[config.mk]
export PLATFORM = sky130hd
export DESIGN_NAME = router_input_port_flat
export DESIGN_NICKNAME = d
export VERILOG_FILES = /design/src/rtl/router_input_port_if.sv /design/src/rtl/router_input_port.sv /design/src/flat_wrapper.sv
export SDC_FILE = /design/constraint.sdc
export NUM_CORES = 1
export LEC_CHECK = 0
export ABC_AREA = 1
export CAP_MARGIN = 10
export CELL_PAD_IN_SITES_DETAIL_PLACEMENT = 1
export CELL_PAD_IN_SITES_GLOBAL_PLACEMENT = 2
export CORE_AREA = 3 3 158 160
export DETAILED_ROUTE_END_ITERATION = 16
export DIE_AREA = 0 0 161 163
export PLACE_DENSITY = 0.66
export SLEW_MARGIN = 15
export SYNTH_ARGS = -nofsm -noshare
export SYNTH_HDL_FRONTEND = slang
export SYNTH_SLANG_ARGS = --single-unit
[constraint.sdc]
create_clock -name clk -period 3.35 [get_ports clk]
set_clock_uncertainty 0.15 [all_clocks]
set_input_delay 0.67 -clock clk [delete_from_list [all_inputs] [get_ports clk]]
set_output_delay 0.67 -clock clk [all_outputs]
set_load 0.05 [all_outputs]
[src/rtl/router_input_port_if.sv]
// Link-side bundle of one router ingress port: upstream flit/credit handshake
// plus the arbiter-facing request/grant signals.
interface router_input_port_if #(
    parameter int unsigned FLIT_W = 32,
    parameter int unsigned DEPTH  = 4
);
    localparam int unsigned OccW = $clog2(DEPTH) + 1;

    logic [FLIT_W-1:0] flit_in;
    logic              flit_valid_in;
    logic              credit_out;
    logic [2:0]        request_bundle;
    logic [FLIT_W-1:0] flit_out;
    logic              grant_in;
    logic [OccW-1:0]   occupancy;
    logic              overflow_err;

    // Upstream link and arbiter side.
    modport master (
        output flit_in, flit_valid_in, grant_in,
        input  credit_out, request_bundle, flit_out, occupancy, overflow_err
    );

    // The input port itself.
    modport slave (
        input  flit_in, flit_valid_in, grant_in,
        output credit_out, request_bundle, flit_out, occupancy, overflow_err
    );
endinterface

[src/rtl/router_input_port.sv]
// Router ingress port: credit-controlled flit FIFO plus destination-hit
// computation for the head flit, presented to the arbiter as {hit_x, hit_y, request}.
module router_input_port #(
    parameter int unsigned X_LOCAL = 0,
    parameter int unsigned Y_LOCAL = 0,
    parameter int unsigned ADDR_W  = 2,
    parameter int unsigned FLIT_W  = 32,
    parameter int unsigned DEPTH   = 4
) (
    input logic               clk,
    input logic               reset,
    router_input_port_if.slave port
);
    localparam int unsigned PtrW = $clog2(DEPTH);
    localparam int unsigned CntW = PtrW + 1;

    logic [FLIT_W-1:0] mem_q [DEPTH];
    logic [PtrW-1:0]   wr_ptr_q, wr_ptr_d;
    logic [PtrW-1:0]   rd_ptr_q, rd_ptr_d;
    logic [CntW-1:0]   count_q, count_d;
    logic [FLIT_W-1:0] last_q, last_d;
    logic              credit_q;
    logic              ovf_q, ovf_d;

    logic              req;
    logic              full;
    logic              pop;
    logic              push;
    logic [FLIT_W-1:0] head;
    logic              hit_x;
    logic              hit_y;

    assign req  = (count_q != '0);
    assign full = (count_q == CntW'(DEPTH));
    // A grant on an empty port is ignored.
    assign pop  = port.grant_in & req;
    // A full FIFO still accepts a flit when the head leaves in the same cycle.
    assign push = port.flit_valid_in & (~full | pop);
    assign head = mem_q[rd_ptr_q];

    assign hit_x = req & (head[FLIT_W-1 -: ADDR_W] == ADDR_W'(X_LOCAL));
    assign hit_y = req & (head[FLIT_W-1-ADDR_W -: ADDR_W] == ADDR_W'(Y_LOCAL));

    // Next-state for pointers, count, held output flit and sticky overflow.
    always_comb begin
        wr_ptr_d = wr_ptr_q;
        rd_ptr_d = rd_ptr_q;
        count_d  = count_q;
        last_d   = last_q;
        ovf_d    = ovf_q;
        if (push) wr_ptr_d = wr_ptr_q + PtrW'(1);
        if (pop) begin
            rd_ptr_d = rd_ptr_q + PtrW'(1);
            last_d   = head;
        end
        case ({push, pop})
            2'b10:   count_d = count_q + CntW'(1);
            2'b01:   count_d = count_q - CntW'(1);
            default: count_d = count_q;
        endcase
        if (port.flit_valid_in && full && !pop) ovf_d = 1'b1;
    end

    // Control state with asynchronous active-low reset.
    always_ff @(posedge clk or negedge reset) begin
        if (!reset) begin
            wr_ptr_q <= '0;
            rd_ptr_q <= '0;
            count_q  <= '0;
            last_q   <= '0;
            credit_q <= 1'b0;
            ovf_q    <= 1'b0;
        end else begin
            wr_ptr_q <= wr_ptr_d;
            rd_ptr_q <= rd_ptr_d;
            count_q  <= count_d;
            last_q   <= last_d;
            credit_q <= pop;
            ovf_q    <= ovf_d;
        end
    end

    // Flit storage; contents are only meaningful while counted, so no reset.
    always_ff @(posedge clk) begin
        if (push) mem_q[wr_ptr_q] <= port.flit_in;
    end

    // When empty, flit_out shows the last popped flit (zero after reset).
    assign port.flit_out       = req ? head : last_q;
    assign port.request_bundle = {hit_x, hit_y, req};
    assign port.occupancy      = count_q;
    assign port.credit_out     = credit_q;
    assign port.overflow_err   = ovf_q;
endmodule
[src/flat_wrapper.sv]
// flat-port wrapper written by rule: the top's interface ports become plain ports
module router_input_port_flat 
#(
    parameter int unsigned X_LOCAL = 0,
    parameter int unsigned Y_LOCAL = 0,
    parameter int unsigned ADDR_W  = 2,
    parameter int unsigned FLIT_W  = 32,
    parameter int unsigned DEPTH   = 4
)
  (clk, reset, port_flit_in, port_flit_valid_in, port_grant_in, port_credit_out, port_request_bundle, port_flit_out, port_occupancy, port_overflow_err);
  router_input_port_if #(.FLIT_W(FLIT_W), .DEPTH(DEPTH)) port_i ();
  input logic clk;
  input logic reset;
  input wire logic [$bits(port_i.flit_in)-1:0] port_flit_in;
  input wire logic [$bits(port_i.flit_valid_in)-1:0] port_flit_valid_in;
  input wire logic [$bits(port_i.grant_in)-1:0] port_grant_in;
  output wire logic [$bits(port_i.credit_out)-1:0] port_credit_out;
  output wire logic [$bits(port_i.request_bundle)-1:0] port_request_bundle;
  output wire logic [$bits(port_i.flit_out)-1:0] port_flit_out;
  output wire logic [$bits(port_i.occupancy)-1:0] port_occupancy;
  output wire logic [$bits(port_i.overflow_err)-1:0] port_overflow_err;
  assign port_i.flit_in = port_flit_in;
  assign port_i.flit_valid_in = port_flit_valid_in;
  assign port_i.grant_in = port_grant_in;
  assign port_credit_out = port_i.credit_out;
  assign port_request_bundle = port_i.request_bundle;
  assign port_flit_out = port_i.flit_out;
  assign port_occupancy = port_i.occupancy;
  assign port_overflow_err = port_i.overflow_err;
  router_input_port #(.X_LOCAL(X_LOCAL), .Y_LOCAL(Y_LOCAL), .ADDR_W(ADDR_W), .FLIT_W(FLIT_W), .DEPTH(DEPTH)) u_core (.clk(clk), .reset(reset), .port(port_i));
endmodule
==> qor.txt, run 1 <==
yosys warns -> 0
worst reg2reg path startpoint -> u_core.port.occupancy[1]$_DFFE_PN0P_
most common cell in the netlist -> nand2_1
post-synth cell types -> 22
WP buf/inv -> 3
Die H -> 163 um
Slew Limit Fails -> 0
synthesized cell area -> 7077 sq um
fraction of registers with async set/reset -> 24.26%
DRC marker count from the first detailed-route iteration -> 251
Post-CTS Setup Bufs -> 0
crit-path cells -> inv_2 -> buf_12 -> nand2_1 -> nand3_1 -> nand2_1 -> nand2_1 -> nor2_1 -> buf_12
maxcap violations -> 0
final net count -> 770
cts bufs inserted -> 17
Max Freq -> 329.3 MHz
top cell type by total area after synthesis -> edfxtp_1
peak supply drop -> 0.6079 mV
Yosys reg bits -> 169
post_cts resized -> 0
Leak -> 3.690 nW
IO buf count -> 75
die footprint -> 26,240 sq um
final worst-path cycle share -> 90.64%
Hold Buf Count CTS -> 0
Worst-path clk slew -> 0.07 ns
Critical Path Max Stage Delay -> 0.48 ns
share of cells above drive strength 1 -> 12.96%
number of enable flip-flop cells after synthesis -> 128
cells after synthesis -> 655
number of global-route vias before repair -> 5,321
crit path time final -> 3.036 ns
commonest cells in the netlist -> nand2_1 (274), edfxtp_1 (128), nand3_1 (127), dfrtp_1 (41), buf_2 (20)
Slew @ Worst Pin -> 0.7319 ns
outcome -> finished, final reports clean
Final setup viols -> 0
largest net degree at the start of global routing -> 66
syn_nets -> 697
n_diodes -> 0
initial core utilization -> 30.06%
antenna-violating nets left -> 0
DIE WIDTH -> 161 um
Layout area overhead -> 27.78%
H-tree depth -> 4
Reg2Reg Depth -> 10
final core occ -> 38.41%
setup_tns -> 0 ns
Worst slew margin -> 51.21%
placer congestion estimate -> 0.6990
CP Max Fanout -> 33
FP Rows -> 56
routed vias/inst -> 4.598
DR DRC count -> 0
Hold Path Class -> input port to asynchronous set/reset pin
Critical Path AT -> 2.22 ns
Avg Cell Area, Syn -> 10.80 sq um
vias -> 4,874
Routed WL -> 18,690 um
slowest CP cell -> inv_2
clk_lat worst skew -> 0.43 ns
Critical Path Sink Type -> output port
global-route wire length before repair -> 29,510 um
largest delay contributor family on the critical path -> buffers and inverters
CP most frequent cell -> nand2_1
synth top area cells -> edfxtp_1 (54%), nand2_1 (15%), dfrtp_1 (14%), nand3_1 (9.0%), buf_2 (1.4%)
R2R setup slack -> 0.97 ns
Synth Flop Type -> edfxtp_1
# IOs -> 76
CP startpoint kind -> register
initial antenna violation count -> 0
CTS tree -> built
PwrDens -> 1184 nW/um^2
gr ovfl total -> 0
sequential area share after synthesis -> 68.81%
Sink Count -> 169
Worst EP required -> 2.53 ns
r2r endpoint -> u_core.port.occupancy[2]$_DFFE_PN0P_
Clk Tree Root Cell -> clkbuf_16
Avg WL per Cell -> 17.63 um
GRT Overall Usage -> 14.82%
total iterations of the first detailed-routing run -> 4
RSZ-0062 raised after global routing -> no
CTS max path bufs -> 2
Post-DP HPWL -> 11,660 um
critical path type -> register to output port
Yosys top cell area share -> 54.31%
Hold Vio Cnt, Final -> 0
CORE AREA -> 23,540 sq um
-- state kept, by name, summed over array words and instances (netlist names) --
| register | flops |
|---|---|
| u_core.mem_q | 128 |
| u_core.rd_ptr_q | 2 |
| u_core.port.credit_out | 1 |
| u_core.port.overflow_err | 1 |
| u_core.wr_ptr_q | 2 |
| u_core.port.occupancy | 3 |
| u_core.last_q | 32 |
-- cells in the final DEF (no fill, tap or decap), types with 2 or more instances in the layout --
master | netlist | routed
ha_1 | 5 | 5
xnor2_1 | 2 | 2
nor2_4 | 1 | 5
inv_2 | 5 | 5
clkdlybuf4s50_1 | 0 | 40
nand2_4 | 2 | 2
inv_6 | 0 | 6
edfxtp_1 | 128 | 128
nand3_1 | 127 | 127
clkbuf_16 | 0 | 17
inv_1 | 19 | 19
xor2_1 | 2 | 2
clkinv_4 | 0 | 3
dfrtp_1 | 41 | 40
nor2_1 | 6 | 2
buf_12 | 0 | 36
clkinvlp_4 | 0 | 4
nand2_1 | 274 | 274
buf_4 | 13 | 13
-- layer usage --
metal / vias to the layer above / part of all wire, % / wire length (um) / track usage [%]
met5: - / 0 / 0 / 0
met3: 15 / 3.9 / 721 / 3.001
met4: 0 / 1.0 / 189 / 3.715
li1: 2340 / - / - / -
met1: 2431 / 43 / 7964 / 18.13
met2: 88 / 53 / 9817 / 26.84
-- how the worst max path moves through the flow --
stage                     cells after the start                                    to                                 start
final                                         8                port_request_bundle[2]        u_core.rd_ptr_q[0]$_DFFE_PN0P_
after detailed placement                     11  u_core.port.occupancy[2]$_DFFE_PN0P_                         port_grant_in
after global routing                          8                port_request_bundle[2]        u_core.rd_ptr_q[0]$_DFFE_PN0P_
after CTS                                     8                port_request_bundle[2]        u_core.rd_ptr_q[0]$_DFFE_PN0P_
after global placement                       10  u_core.port.occupancy[2]$_DFFE_PN0P_                         port_grant_in
after floorplan                               4          u_core.mem_q[0][0]$_DFFE_PP_  u_core.port.occupancy[1]$_DFFE_PN0P_
-- cell type report --
type	count	area (sq um)
Fill cell	2599	14500
Clock inverter	14	113.9
Timing Repair Buffer	90	1224
Inverter	24	90.09
Tap cell	319	399.1
Clock buffer	18	429.2
Multi-Input combinational cell	426	1916
Sequential cell	169	4871
-- kinds of logic (layout without fill, tap and decap cells) --
family | count (synthesis) | count (layout) | share of synthesized area [%]
adders and majority gates | 6 | 6 | 1.167
AOI/OAI and AO/OA | 4 | 4 | 0.4773
buffers and inverters | 60 | 146 | 4.544
and+or+nand+nor | 412 | 412 | 24.51
DFF | 169 | 169 | 68.81
xor gates and xnor gates | 4 | 4 | 0.4951
-- power by group --
part / leakage [nW] / total (mW) / switching [mW] / internal (mW)
registers: 1.67 / 3.04 / 0.218 / 2.82
clock network: 0.255 / 1.82 / 0.853 / 0.963
logic: 1.77 / 5.85 / 3.66 / 2.19
total: 3.69 / 10.7 / 4.73 / 5.98
-- per-stage QoR --
stage	instance area, sq um	instances	worst slack, ns	hold WS, ns	power, mW
floorplan	7077	655	0.3455	0.2244	6.429
global placement	8499	1028	0.4015	0.3124	8.913
detailed placement	8499	1028	0.3428	0.3165	9.027
CTS	9042	1060	0.2931	0.07534	10.87
global route	9042	1060	0.1294	0.07286	11.34
finish	9042	1060	0.3136	0.06907	10.71
No activity file was read; power rests on OpenSTA's default activity.
==> inputs of run 2 (changes only) <==
--- a/config.mk
+++ b/config.mk
@@ -12,6 +12,7 @@
 export CORE_AREA = 3 3 158 160
 export DETAILED_ROUTE_END_ITERATION = 16
 export DIE_AREA = 0 0 161 163
+export HOLD_SLACK_MARGIN = 0.12
 export PLACE_DENSITY = 0.66
 export SLEW_MARGIN = 15
 export SYNTH_ARGS = -nofsm -noshare
==> run 2 against run 1 <==
  * Maximum frequency hardly changed
  * Utilization hardly changed
  * Setup slack worse by 0.0012 ns
  * Power hardly changed
  * Worst hold slack better by 0.26 ns
  * First-iteration DRC count is 8.8% higher
  * Combinational power hardly changed
  * Via count is 0.55% higher
  * Sequential power hardly changed
  * Non-clock buffer count is 1 higher
  * Cell count hardly changed
  * Count of clock-buffer cells in the layout stayed put
  * Critical endpoint unchanged
  * Largest power group unchanged
==> qor.txt, run 2 (synthesized netlist as in run 1, its figures left out) <==
outcome -> finished, final reports clean (unchanged)
most common cell after layout, fill and taps aside -> nand2_1 (unchanged)
final net count -> 771 (was 770)
final core occ -> 38.45% (was 38.41%)
vias -> 4,901 (was 4,874)
Hold Vio Cnt, Final -> 0 (unchanged)
hold path depth -> 2
clock share of power -> 17.0% (about the same)
Sw Pwr -> 4.731 mW (was 4.730 mW)
n_diodes -> 0 (unchanged)
crit path time final -> 3.038 ns (was 3.036 ns)
clk_lat worst skew -> 0.43 ns (about the same)
Slew Limit Fails -> 0 (unchanged)
initial antenna violation count -> 0 (unchanged)
CTS tree -> built (unchanged)
number of global-route vias before repair -> 5,321 (unchanged)
Slew @ Worst Pin -> 0.7399 ns (was 0.7319 ns)
final worst-path cycle share -> 90.68% (was 90.64%)
Die H -> 163 um (unchanged)
most frequent cells in the layout -> nand2_1 (274), edfxtp_1 (128), nand3_1 (127) (unchanged)
Worst EP required -> 2.53 ns (about the same)
critical path type -> register to output port (unchanged)
initial core utilization -> 30.06% (unchanged)
Worst-path clk slew -> 0.06 ns (was 0.07 ns)
gr ovfl total -> 0 (unchanged)
Reg2Reg Depth -> 10 (unchanged)
FP Rows -> 56 (unchanged)
DR DRC count -> 0 (unchanged)
Post-DP HPWL -> 11,660 um (unchanged)
Max Freq -> 329.2 MHz (was 329.3 MHz)
cts bufs inserted -> 17 (unchanged)
RSZ-0062 raised after global routing -> no (unchanged)
CP Max Fanout -> 33 (unchanged)
Hold Path Class -> register to register (was input port to asynchronous set/reset pin)
maxcap violations -> 0 (unchanged)
global-route wire length before repair -> 29,510 um (unchanged)
CP startpoint kind -> register (unchanged)
placed insts -> 1,028 (unchanged)
DRC marker count from the first detailed-route iteration -> 273 (was 251)
DIE WIDTH -> 161 um (unchanged)
Post-Layout Cell Count -> 1,061 (was 1,060)
Leak -> 3.694 nW (was 3.690 nW)
Sink Count -> 169 (unchanged)
Critical Path AT -> 2.22 ns (about the same)
GRT Overall Usage -> 14.82% (unchanged)
Seq pwr share -> 28.4% (about the same)
placer congestion estimate -> 0.6990 (unchanged)
max reg flops -> 128 (unchanged)
routed vias/inst -> 4.619 (was 4.598)
Post-CTS Setup Bufs -> 0 (unchanged)
Clk Tree Root Cell -> clkbuf_16 (unchanged)
antenna-violating nets left -> 0 (unchanged)
Layout area overhead -> 27.92% (was 27.78%)
H-tree depth -> 4 (unchanged)
register with the most flip-flops -> u_core.mem_q (unchanged)
peak supply drop -> 0.6077 mV (was 0.6079 mV)
Final setup viols -> 0 (unchanged)
largest net degree at the start of global routing -> 66 (unchanged)
Logic pwr share -> 54.7% (about the same)
PwrDens -> 1183 nW/um^2 (was 1184 nW/um^2)
# IOs -> 76 (unchanged)
IO buf count -> 75 (unchanged)
Worst slew margin -> 50.67% (was 51.21%)
Avg WL per Cell -> 17.67 um (was 17.63 um)
CTS max path bufs -> 2 (unchanged)
Critical Path Sink Type -> output port (unchanged)
sw frac -> 44.18% (about the same)
setup_tns -> 0 ns (unchanged)
share of cells above drive strength 1 -> 12.94% (was 12.96%)
die footprint -> 26,240 sq um (unchanged)
Int Power -> 5.977 mW (was 5.976 mW)
Routed WL -> 18,740 um (was 18,690 um)
CORE AREA -> 23,540 sq um (unchanged)
total iterations of the first detailed-routing run -> 4 (unchanged)
## run 2: layer usage
layer  up-vias  part of all wire, %  global-route usage (%)
li1       2340                    -                       -
met1      2462                   43                   18.13
met2        84                   52                   26.84
met3        15                  4.0                   3.001
met4         0                  1.1                   3.715
met5         -                    0                       0
## run 2: power by group through the flow
stage          Clock (mW)  Sequential [mW]  Combinational (mW)
2_1_floorplan           0             3.13                3.30
3_3_place_gp            0             3.05                5.87
3_5_place_dp            0             3.08                5.95
4_1_cts              1.86             3.04                5.96
5_1_grt              1.96             3.09                6.29
6_report             1.82             3.04                5.85
## run 2: final timing paths
kind / startpoint / to / slack (ns)
max: u_core.rd_ptr_q[0]$_DFFE_PN0P_ / port_request_bundle[2] / 0.31
min: u_core.last_q[10]$_DFFE_PN0P_ / u_core.last_q[10]$_DFFE_PN0P_ / 0.33
max reg2reg: u_core.port.occupancy[1]$_DFFE_PN0P_ / u_core.port.occupancy[2]$_DFFE_PN0P_ / 0.97
min reg2reg: u_core.last_q[10]$_DFFE_PN0P_ / u_core.last_q[10]$_DFFE_PN0P_ / 0.33
max in group asynchronous: reset / u_core.rd_ptr_q[0]$_DFFE_PN0P_ / 2.20
min in group asynchronous: reset / u_core.port.occupancy[2]$_DFFE_PN0P_ / 0.60
## run 2: final cells by class
| type | instances | area [sq um] |
|---|---|---|
| Timing Repair Buffer | 91 | 1234 |
| Sequential cell | 169 | 4871 |
| Clock buffer | 18 | 429.2 |
| Tap cell | 319 | 399.1 |
| Multi-Input combinational cell | 426 | 1916 |
| Clock inverter | 14 | 113.9 |
| Inverter | 24 | 90.09 |
| Fill cell | 2598 | 14490 |
## run 2: stage by stage
step	area (sq um)	hold slack [ns]	setup slack (ns)	power, mW
2_1_floorplan	7077	0.2244	0.3455	6.429
3_3_place_gp	8499	0.3124	0.4015	8.913
3_5_place_dp	8499	0.3165	0.3428	9.027
4_1_cts	9052	0.3356	0.2931	10.87
5_1_grt	9052	0.3596	0.1294	11.35
6_report	9052	0.3306	0.3124	10.71
## run 2: worst max-delay path, stage by stage (launching register included)
cell,delay [ns]
dfrtp_2,0.40
inv_2,0.47
buf_12,0.28
nand2_1,0.08
nand3_1,0.11
nand2_1,0.12
nand2_1,0.08
nor2_1,0.07
buf_12,0.15
## run 2: timing repair
item | in CTS | in global routing
endpoints found under the hold margin | 41 | 0
hold buffers | 1 | 0
resized for setup | 0 | 0
==> inputs of run 3 (changes only) <==
--- a/config.mk
+++ b/config.mk
@@ -7,13 +7,12 @@
 export LEC_CHECK = 0
 export ABC_AREA = 1
 export CAP_MARGIN = 10
-export CELL_PAD_IN_SITES_DETAIL_PLACEMENT = 1
-export CELL_PAD_IN_SITES_GLOBAL_PLACEMENT = 2
 export CORE_AREA = 3 3 158 160
 export DETAILED_ROUTE_END_ITERATION = 16
 export DIE_AREA = 0 0 161 163
+export GPL_ROUTABILITY_DRIVEN = 1
 export HOLD_SLACK_MARGIN = 0.12
-export PLACE_DENSITY = 0.66
+export PLACE_DENSITY = 0.47
 export SLEW_MARGIN = 15
 export SYNTH_ARGS = -nofsm -noshare
 export SYNTH_HDL_FRONTEND = slang
==> run 3 against run 2 <==
  * Worst hold slack lost 0.0035 ns
  * Wire length fell by 6.3%
  * Count of clock-buffer cells in the layout up 1
  * Non-clock buffer count stayed put
  * Largest cell class unchanged
  * Highest routed layer unchanged
==> qor.txt, run 3 (synthesized netlist as in run 1, its figures left out) <==
outcome -> finished, final reports clean (unchanged)
CP Max Fanout -> 17 (was 33)
Final setup viols -> 0 (unchanged)
Critical Path AT -> 2.24 ns (was 2.22 ns)
Worst-path clk slew -> 0.06 ns (about the same)
Hold Path Class -> register to register (unchanged)
CTS tree -> built (unchanged)
hold path depth -> 2 (unchanged)
gr ovfl total -> 0 (unchanged)
Critical Path Sink Type -> output port (unchanged)
cts bufs inserted -> 17 (unchanged)
IO buf count -> 75 (unchanged)
Critical Path Max Stage Delay -> 0.43 ns (was 0.47 ns)
global-route wire length before repair -> 27,950 um (was 29,510 um)
CP startpoint kind -> register (unchanged)
RSZ-0062 raised after global routing -> no (unchanged)
# IOs -> 76 (unchanged)
most frequent cells in the layout -> nand2_1 (274), edfxtp_1 (128), nand3_1 (127) (unchanged)
Post-DP HPWL -> 10,110 um (was 11,660 um)
Hold Worst Slack -> 0.3271 ns (was 0.3306 ns)
H-tree depth -> 4 (unchanged)
DIE WIDTH -> 161 um (unchanged)
final net count -> 771 (unchanged)
initial core utilization -> 30.06% (unchanged)
HP Start -> u_core.last_q[5]$_DFFE_PN0P_ (was u_core.last_q[10]$_DFFE_PN0P_)
register with the most flip-flops -> u_core.mem_q (unchanged)
Clk Tree Root Cell -> clkbuf_16 (unchanged)
routed vias/inst -> 4.464 (was 4.619)
slowest CP cell -> dfrtp_1 (was inv_2)
Max Freq -> 326.8 MHz (was 329.2 MHz)
share of cells above drive strength 1 -> 12.80% (was 12.94%)
Worst EP required -> 2.53 ns (about the same)
final instance area -> 9087 sq um (was 9052 sq um)
number of global-route vias before repair -> 4,938 (was 5,321)
Die H -> 163 um (unchanged)
critical path type -> register to output port (unchanged)
DR DRC count -> 0 (unchanged)
crit path time final -> 3.060 ns (was 3.038 ns)
max reg flops -> 128 (unchanged)
die footprint -> 26,240 sq um (unchanged)
Slew Limit Fails -> 0 (unchanged)
r2r endpoint -> u_core.port.occupancy[2]$_DFFE_PN0P_ (unchanged)
crit-path cells -> nor2_4 -> nand2_4 -> inv_2 -> buf_12 -> nand2_1 -> nand2_1 -> buf_12 (was inv_2 -> buf_12 -> nand2_1 -> nand3_1 -> nand2_1 -> nand2_1 -> nor2_1 -> buf_12)
GRT Overall Usage -> 13.93% (was 14.82%)
n_diodes -> 0 (unchanged)
CTS max path bufs -> 2 (unchanged)
Hold EP -> u_core.last_q[5]$_DFFE_PN0P_ (was u_core.last_q[10]$_DFFE_PN0P_)
Sink Count -> 169 (unchanged)
final worst-path cycle share -> 91.34% (was 90.68%)
post_cts resized -> 0 (unchanged)
Avg WL per Cell -> 16.54 um (was 17.67 um)
FP Rows -> 56 (unchanged)
Routed WL -> 17,550 um (was 18,740 um)
total iterations of the first detailed-routing run -> 5 (was 4)
setup_tns -> 0 ns (unchanged)
Worst slew margin -> 50.72% (was 50.67%)
R2R setup slack -> 1.02 ns (was 0.97 ns)
antenna-violating nets left -> 0 (unchanged)
placer congestion estimate -> 0.7007 (was 0.6990)
clk_lat worst skew -> 0.42 ns (was 0.43 ns)
worst reg2reg path startpoint -> u_core.port.occupancy[1]$_DFFE_PN0P_ (unchanged)
DRC marker count from the first detailed-route iteration -> 273 (unchanged)
Layout area overhead -> 28.41% (was 27.92%)
Slew @ Worst Pin -> 0.7391 ns (was 0.7399 ns)
Hold Vio Cnt, Final -> 0 (unchanged)
Reg2Reg Depth -> 9 (was 10)
initial antenna violation count -> 0 (unchanged)
largest net degree at the start of global routing -> 66 (unchanged)
most common cell after layout, fill and taps aside -> nand2_1 (unchanged)
maxcap violations -> 0 (unchanged)
vias -> 4,736 (was 4,901)
Cell Area, Placed -> 8512 sq um (was 8499 sq um)
CORE AREA -> 23,540 sq um (unchanged)
[run 3: cell types whose count changed in the layout (fill, tap and decap cells not counted), sizes merged]
cell and change:
clkinvlp -1, inv -4, clkbuf +1, bufinv +1, clkinv +3
[run 3: worst max-delay path by stage]
stage               slack [ns]                            startpoint                                    to
global route              0.14        u_core.rd_ptr_q[0]$_DFFE_PN0P_                port_request_bundle[2]
finish                    0.29  u_core.port.occupancy[1]$_DFFE_PN0P_                     port_flit_out[17]
CTS                       0.25  u_core.port.occupancy[1]$_DFFE_PN0P_                     port_flit_out[17]
floorplan                 0.35  u_core.port.occupancy[1]$_DFFE_PN0P_          u_core.mem_q[0][0]$_DFFE_PP_
global placement          0.45                         port_grant_in  u_core.port.occupancy[2]$_DFFE_PN0P_
detailed placement        0.37                         port_grant_in  u_core.port.occupancy[2]$_DFFE_PN0P_
[run 3: per-stage QoR]
stage	setup slack, ns	util (%)	cells
after global placement	0.4457	36.16	1028
after detailed placement	0.3701	36.16	1028
after CTS	0.2480	38.60	1061
after global routing	0.1408	38.60	1061
final	0.2900	38.60	1061
after floorplan	0.3455	-	655
[run 3: cell type report]
type / instances / area (sq um)
timing repair buffer: 91 / 1246
clock inverter: 13 / 122.6
tap: 319 / 399.1
clock buffer: 19 / 442.9
fill: 2305 / 14460
multi-input combinational: 426 / 1916
sequential: 169 / 4871
inverter: 24 / 90.09
[run 3: what timing repair did]
action,CTS,global route
hold buffers,1,0
buffers inserted,0,0
hold endpoints to repair,12,0
[run 3: per-layer routing]
layer / wire [um] / vias up / GRT usage [%] / part of all wire (%)
met2: 8911 / 78 / 24.45 / 51
met3: 599 / 9 / 2.798 / 3.4
li1: - / 2341 / - / -
met1: 7883 / 2308 / 17.77 / 45
met5: 0 / - / 0 / 0
met4: 161 / 0 / 3.402 / 0.92
[run 3: critical path: cells and delay by family, from the launching register on]
kind	cells	cell delay (ns)
and+or+nand+nor	4	0.59
buffers and inverters	3	0.78
DFF	1	0.43
Power of run 3 is not shown: default switching activity piles up to over one toggle a cycle in this logic, so the estimate is an artifact.
